### config.mk
export PLATFORM = sky130hd
export DESIGN_NAME = avalon_ram_arbiter_flat
export DESIGN_NICKNAME = d
export VERILOG_FILES = /design/src/rtl/avalon_ram_arbiter_if.sv /design/src/rtl/avalon_ram_arbiter.sv /design/src/flat_wrapper.sv
export SDC_FILE = /design/constraint.sdc
export NUM_CORES = 1
export LEC_CHECK = 0
export ABC_AREA = 1
export BUFFER_PORTS_ARGS = -buffer_cell sky130_fd_sc_hd__buf_4
export CAP_MARGIN = 20
export CELL_PAD_IN_SITES_DETAIL_PLACEMENT = 1
export CELL_PAD_IN_SITES_GLOBAL_PLACEMENT = 2
export CORE_MARGIN = 2
export CORE_UTILIZATION = 21
export CTS_CLUSTER_SIZE = 28
export DETAILED_ROUTE_END_ITERATION = 8
export MAX_ROUTING_LAYER = met4
export PLACE_DENSITY = 0.95
export SLEW_MARGIN = 20
export SYNTH_ARGS = -nofsm -noshare
export SYNTH_HDL_FRONTEND = slang
export SYNTH_SLANG_ARGS = --single-unit
### constraint.sdc
create_clock -name clk -period 4 [get_ports clk]
set_clock_uncertainty 0.15 [all_clocks]
set_input_delay 0.4 -clock clk [delete_from_list [all_inputs] [get_ports clk]]
set_output_delay 0.4 -clock clk [all_outputs]
set_load 0.01 [all_outputs]
### src/rtl/avalon_ram_arbiter_if.sv
// Avalon-MM style bus bundle shared by the CPU-side ports and the RAM-side port
// of avalon_ram_arbiter; the RAM side carries a waitrequest driven toward the RAM.
interface avalon_ram_arbiter_if;
  logic [31:0] address;
  logic        read;
  logic        write;
  logic [31:0] writedata;
  logic [3:0]  byteenable;
  logic        waitrequest;
  logic [31:0] readdata;

  modport master (
    output address, read, write, writedata, byteenable,
    input  waitrequest, readdata
  );

  modport slave (
    input  address, read, write, writedata, byteenable,
    output waitrequest, readdata
  );

  // The arbiter sequences the RAM, so it owns waitrequest on that side.
  modport sequencer (
    output address, read, write, writedata, byteenable, waitrequest,
    input  readdata
  );

  modport ram (
    input  address, read, write, writedata, byteenable, waitrequest,
    output readdata
  );
endinterface

### src/rtl/avalon_ram_arbiter.sv
// Round-robin arbiter sharing one Avalon RAM between m0 (fetch) and m1 (data).
// Optional macro ARB_PERF_COUNT_EN adds saturating grant/contention counters.
module avalon_ram_arbiter #(
  parameter int unsigned WAIT_CYCLES = 2
) (
  input  logic                       clk,
  input  logic                       reset,
  avalon_ram_arbiter_if.slave        m0,
  avalon_ram_arbiter_if.slave        m1,
  avalon_ram_arbiter_if.sequencer    s
`ifdef ARB_PERF_COUNT_EN
  ,
  output logic [31:0]                m0_grants,
  output logic [31:0]                m1_grants,
  output logic [31:0]                contention
`endif
);

  typedef enum logic [1:0] {IDLE, WAIT, ACCESS} state_t;

  state_t      state_q, state_d;
  logic        grant_q, grant_d;
  logic        last_grant_q, last_grant_d;
  logic [3:0]  cnt_q, cnt_d;
  logic [31:0] s_address_q, s_address_d;
  logic [31:0] s_writedata_q, s_writedata_d;
  logic [3:0]  s_byteenable_q, s_byteenable_d;
  logic        s_read_q, s_read_d;
  logic        s_write_q, s_write_d;

  logic        m0_req, m1_req, pick;

  assign m0_req = m0.read | m0.write;
  assign m1_req = m1.read | m1.write;

  // On a tie the master that did not win last time gets the slot.
  assign pick = (m0_req & m1_req) ? ~last_grant_q : m1_req;

  always_comb begin
    state_d        = state_q;
    grant_d        = grant_q;
    last_grant_d   = last_grant_q;
    cnt_d          = cnt_q;
    s_address_d    = s_address_q;
    s_writedata_d  = s_writedata_q;
    s_byteenable_d = s_byteenable_q;
    s_read_d       = s_read_q;
    s_write_d      = s_write_q;
    case (state_q)
      IDLE: begin
        if (m0_req | m1_req) begin
          grant_d        = pick;
          s_address_d    = pick ? m1.address    : m0.address;
          s_writedata_d  = pick ? m1.writedata  : m0.writedata;
          s_byteenable_d = pick ? m1.byteenable : m0.byteenable;
          s_write_d      = pick ? m1.write      : m0.write;
          s_read_d       = (pick ? m1.read : m0.read) & ~(pick ? m1.write : m0.write);
          cnt_d          = 4'(WAIT_CYCLES);
          state_d        = (WAIT_CYCLES == 0) ? ACCESS : WAIT;
        end
      end
      WAIT: begin
        cnt_d = cnt_q - 4'd1;
        if (cnt_q <= 4'd1) state_d = ACCESS;
      end
      ACCESS: begin
        last_grant_d = grant_q;
        s_read_d     = 1'b0;
        s_write_d    = 1'b0;
        state_d      = IDLE;
      end
      default: state_d = IDLE;
    endcase
  end

  always_ff @(posedge clk) begin
    if (reset) begin
      state_q        <= IDLE;
      grant_q        <= 1'b0;
      last_grant_q   <= 1'b1;
      cnt_q          <= 4'd0;
      s_address_q    <= 32'd0;
      s_writedata_q  <= 32'd0;
      s_byteenable_q <= 4'd0;
      s_read_q       <= 1'b0;
      s_write_q      <= 1'b0;
    end else begin
      state_q        <= state_d;
      grant_q        <= grant_d;
      last_grant_q   <= last_grant_d;
      cnt_q          <= cnt_d;
      s_address_q    <= s_address_d;
      s_writedata_q  <= s_writedata_d;
      s_byteenable_q <= s_byteenable_d;
      s_read_q       <= s_read_d;
      s_write_q      <= s_write_d;
    end
  end

  // The RAM acts on the falling edge of its waitrequest, i.e. entry into ACCESS.
  assign s.waitrequest  = (state_q != ACCESS);
  assign s.address      = s_address_q;
  assign s.writedata    = s_writedata_q;
  assign s.byteenable   = s_byteenable_q;
  assign s.read         = s_read_q;
  assign s.write        = s_write_q;

  assign m0.waitrequest = m0_req & ~((state_q == ACCESS) & ~grant_q);
  assign m1.waitrequest = m1_req & ~((state_q == ACCESS) &  grant_q);
  assign m0.readdata    = s.readdata;
  assign m1.readdata    = s.readdata;

`ifdef ARB_PERF_COUNT_EN
  logic [31:0] m0_grants_q, m0_grants_d;
  logic [31:0] m1_grants_q, m1_grants_d;
  logic [31:0] contention_q, contention_d;

  always_comb begin
    m0_grants_d  = m0_grants_q;
    m1_grants_d  = m1_grants_q;
    contention_d = contention_q;
    if (state_q == ACCESS && !grant_q && m0_grants_q != '1) m0_grants_d = m0_grants_q + 32'd1;
    if (state_q == ACCESS &&  grant_q && m1_grants_q != '1) m1_grants_d = m1_grants_q + 32'd1;
    if (state_q == IDLE && m0_req && m1_req && contention_q != '1)
      contention_d = contention_q + 32'd1;
  end

  always_ff @(posedge clk) begin
    if (reset) begin
      m0_grants_q  <= 32'd0;
      m1_grants_q  <= 32'd0;
      contention_q <= 32'd0;
    end else begin
      m0_grants_q  <= m0_grants_d;
      m1_grants_q  <= m1_grants_d;
      contention_q <= contention_d;
    end
  end

  assign m0_grants  = m0_grants_q;
  assign m1_grants  = m1_grants_q;
  assign contention = contention_q;
`endif

endmodule

### src/flat_wrapper.sv
// flat-port wrapper written by rule: the top's interface ports become plain ports
module avalon_ram_arbiter_flat 
#(
  parameter int unsigned WAIT_CYCLES = 2
)
  (clk, reset, m0_address, m0_read, m0_write, m0_writedata, m0_byteenable, m0_waitrequest, m0_readdata, m1_address, m1_read, m1_write, m1_writedata, m1_byteenable, m1_waitrequest, m1_readdata, s_address, s_read, s_write, s_writedata, s_byteenable, s_waitrequest, s_readdata);
  avalon_ram_arbiter_if m0_i ();
  avalon_ram_arbiter_if m1_i ();
  avalon_ram_arbiter_if s_i ();
  input  logic clk;
  input  logic reset;
  input wire logic [$bits(m0_i.address)-1:0] m0_address;
  input wire logic [$bits(m0_i.read)-1:0] m0_read;
  input wire logic [$bits(m0_i.write)-1:0] m0_write;
  input wire logic [$bits(m0_i.writedata)-1:0] m0_writedata;
  input wire logic [$bits(m0_i.byteenable)-1:0] m0_byteenable;
  output wire logic [$bits(m0_i.waitrequest)-1:0] m0_waitrequest;
  output wire logic [$bits(m0_i.readdata)-1:0] m0_readdata;
  input wire logic [$bits(m1_i.address)-1:0] m1_address;
  input wire logic [$bits(m1_i.read)-1:0] m1_read;
  input wire logic [$bits(m1_i.write)-1:0] m1_write;
  input wire logic [$bits(m1_i.writedata)-1:0] m1_writedata;
  input wire logic [$bits(m1_i.byteenable)-1:0] m1_byteenable;
  output wire logic [$bits(m1_i.waitrequest)-1:0] m1_waitrequest;
  output wire logic [$bits(m1_i.readdata)-1:0] m1_readdata;
  output wire logic [$bits(s_i.address)-1:0] s_address;
  output wire logic [$bits(s_i.read)-1:0] s_read;
  output wire logic [$bits(s_i.write)-1:0] s_write;
  output wire logic [$bits(s_i.writedata)-1:0] s_writedata;
  output wire logic [$bits(s_i.byteenable)-1:0] s_byteenable;
  output wire logic [$bits(s_i.waitrequest)-1:0] s_waitrequest;
  input wire logic [$bits(s_i.readdata)-1:0] s_readdata;
  assign m0_i.address = m0_address;
  assign m0_i.read = m0_read;
  assign m0_i.write = m0_write;
  assign m0_i.writedata = m0_writedata;
  assign m0_i.byteenable = m0_byteenable;
  assign m0_waitrequest = m0_i.waitrequest;
  assign m0_readdata = m0_i.readdata;
  assign m1_i.address = m1_address;
  assign m1_i.read = m1_read;
  assign m1_i.write = m1_write;
  assign m1_i.writedata = m1_writedata;
  assign m1_i.byteenable = m1_byteenable;
  assign m1_waitrequest = m1_i.waitrequest;
  assign m1_readdata = m1_i.readdata;
  assign s_address = s_i.address;
  assign s_read = s_i.read;
  assign s_write = s_i.write;
  assign s_writedata = s_i.writedata;
  assign s_byteenable = s_i.byteenable;
  assign s_waitrequest = s_i.waitrequest;
  assign s_i.readdata = s_readdata;
  avalon_ram_arbiter #(.WAIT_CYCLES(WAIT_CYCLES)) u_core (.clk(clk), .reset(reset), .m0(m0_i), .m1(m1_i), .s(s_i));
endmodule
==> flow_summary.ini <==
[run_status]
outcome = finished, final reports clean

[route]
drt_wl_total_um = 14600
wire_per_inst_um = 12.9
drc = 0
ant_nets = 0
dr_total_vias = 4603
dr.pass1.iters = 4
vias_per_cell = 4.07
drt-initial-drc-count = 135

[synthesis]
yosysSeqAreaShare = 0.344
synth_cell_types = 23
synthesis.nets = 898
synth-seq-cells = 78
synth_area_um2 = 4540
yosys_warnings = 0
synth_cells = 722
avgSynthCellArea_um2 = 6.29

[timing]
hold_viol_final = 0
rsz0062_at_grt = no
finalMaxSlewViolations = 0
worstMarginPinSlew_ps = 932
tns_ps = 0
setup-violations-final = 0
max_slew_margin = 0.377
period_needed_ps = 2180
finalCritPeriodShare = 0.544
fmax_mhz = 459

[setup_path]
crit_start = u_core.state_q[0]
cp_data_required_time_ps = 4120
reg2reg_to = u_core.s.writedata[23]
critPathMaxFanout = 73
crit_top_cell = nor2_1
rrSetupSlack_ps = 1820
cpPeakStageDelay_ps = 540
crit_type = flip-flop to flip-flop
r2r_start = u_core.state_q[0]
ff2ff_path_depth = 6
worst_setup_path_start_kind = flip-flop
slowest_stage = inv_4
worst_setup_path_end_kind = flip-flop
path_cells = nor2_1, nand2_4, inv_4, buf_12, o21ai_0, nor2_1
endpoint = u_core.s.writedata[23]
worst-endpoint-arrival_ps = 2300

[placement]
portBuffers = 214
gp_congestion = 0.759
hpwl_um = 10700

[floorplanning]
die_h_um = 151
initial_utilization = 0.215
dieWidth_um = 151
die_area_um2 = 22800
rows = 53
core_um2 = 21200
boundaryPins = 311

[final_layout]
antenna_cells = 0
mostFrequentLayoutCell = buf_4
most-common-layout-cells = buf_4, nand2_1, nor2_1, inv_1, dfxtp_1
fillCellCount = 2678
post-route-util = 0.292
syn_to_final_growth_pct = 35.8
fin_nets = 1026
drive_gt1_frac = 0.304

[global_routing]
grt.overflow.total = 0
grtUsageTotal = 0.129
antenna_found_initial = 0
grt_pass1_vias = 4546
grt_max_degree = 74
grt_pass1_wl_um = 22200

[clocking]
clk_latency_ps = 330
cts-htree-levels = 3
cts_buffers = 9
cts-root-buf = clkbuf_16
cts_hold_buf = 0
cts.clk_slew.worst_paths_ps = 60
cts_setup_buffers = 0
cts_tree = built
clock_sinks = 78
cts_resized = 0
clock_path_buffers = 2

[pwr]
vdd_ir_drop_max_v = 0.000232
powerDensity_nw_per_um2 = 496
power.leakage_nw = 3.44

[worst_hold_path]
hold_path_class = primary input to flip-flop

[flow_run]
maxCapViolCount = 0
cell families after synthesis:
group | share of synthesized area
flops | 0.344
simple gates | 0.383
buf+inv | 0.232
compound gates | 0.0361
fa+ha+maj | 0.00551
cells in the mapped netlist:
master | number | area [um2]
buf_2 | 11 | 55.1
nand4_1 | 1 | 6.26
nand2_4 | 1 | 11.3
dfxtp_1 | 78 | 1560
nor2_2 | 22 | 138
ha_1 | 2 | 25.0
nor2_4 | 1 | 11.3
nand2_1 | 202 | 758
buf_8 | 2 | 30.0
buf_4 | 74 | 556
o211ai_1 | 2 | 15.0
buf_6 | 5 | 56.3
nand2_2 | 1 | 6.26
inv_2 | 1 | 3.75
clkbuf_1 | 9 | 33.8
nor3_1 | 1 | 5.00
nor2_1 | 137 | 514
o21ai_0 | 13 | 65.1
inv_1 | 85 | 319
o21ai_1 | 8 | 40.0
nand3_1 | 58 | 290
o21ai_2 | 1 | 8.76
a21oi_1 | 7 | 35.0
layer usage:
metal | wire length, um | track usage
met5 | 0 | -
met4 | 337 | 0.0472
met2 | 7340 | 0.226
met1 | 5920 | 0.137
met3 | 971 | 0.0383
power by group:
part	switching, W	internal (W)	total [W]
combinational	0.000618	0.000487	0.00110
sequential	0.0000913	0.000938	0.00103
clock	0.000328	0.000597	0.000926
total	0.00104	0.00202	0.00306
how the worst min path moves through the flow:
| stage | slack (ps) | to | cells past startpoint | start |
|---|---|---|---|---|
| after global routing | 190 | u_core.s.address[17] | 5 | m1_address[17] |
| final | 200 | u_core.s.address[17] | 5 | m1_address[17] |
| after detailed placement | 350 | u_core.cnt_q[0] | 1 | u_core.cnt_q[0] |
| after floorplan | 300 | u_core.cnt_q[0] | 1 | u_core.cnt_q[0] |
| after CTS | 180 | u_core.s.address[17] | 5 | m1_address[17] |
| after global placement | 330 | u_core.cnt_q[0] | 1 | u_core.cnt_q[0] |
flip-flops by register name, indices dropped and copies added, names as in the netlist:
name / count
u_core.last_grant_q: 1
u_core.s.byteenable: 4
u_core.grant_q: 1
u_core.s.write: 1
u_core.s.writedata: 32
u_core.s.read: 1
u_core.cnt_q: 4
u_core.state_q: 2
u_core.s.address: 32
per-stage QoR:
stage / std cells / setup slack, ps / power, W / hold WS, ps / area, um2
floorplan: 722 / 2510 / 0.00178 / 304 / 4540
global placement: 1114 / 1640 / 0.00215 / 331 / 5830
detailed placement: 1114 / 1560 / 0.00218 / 345 / 5830
CTS: 1130 / 1820 / 0.00314 / 177 / 6170
global route: 1130 / 1640 / 0.00330 / 194 / 6170
finish: 1130 / 1820 / 0.00306 / 195 / 6170
layout make-up:
cell class              count  area (um2)  share of cell area
flip-flops and latches     78        1560               0.253
well taps                 275         344              0.0558
inverters                  86         325              0.0527
repair buffers            218        1660               0.269
multi-input cells         457        1940               0.315
clock inverters             3        65.1              0.0105
clock buffers              13         270              0.0438
critical path: cells and delay by family, from the launching register on:
family | cells | cell delay, ps
buffers and inverters | 2 | 900
AND/OR/NAND/NOR | 3 | 440
flip-flops | 1 | 320
AO/OA/AOI/OAI | 1 | 150
No activity file was read; power rests on OpenSTA's default activity.
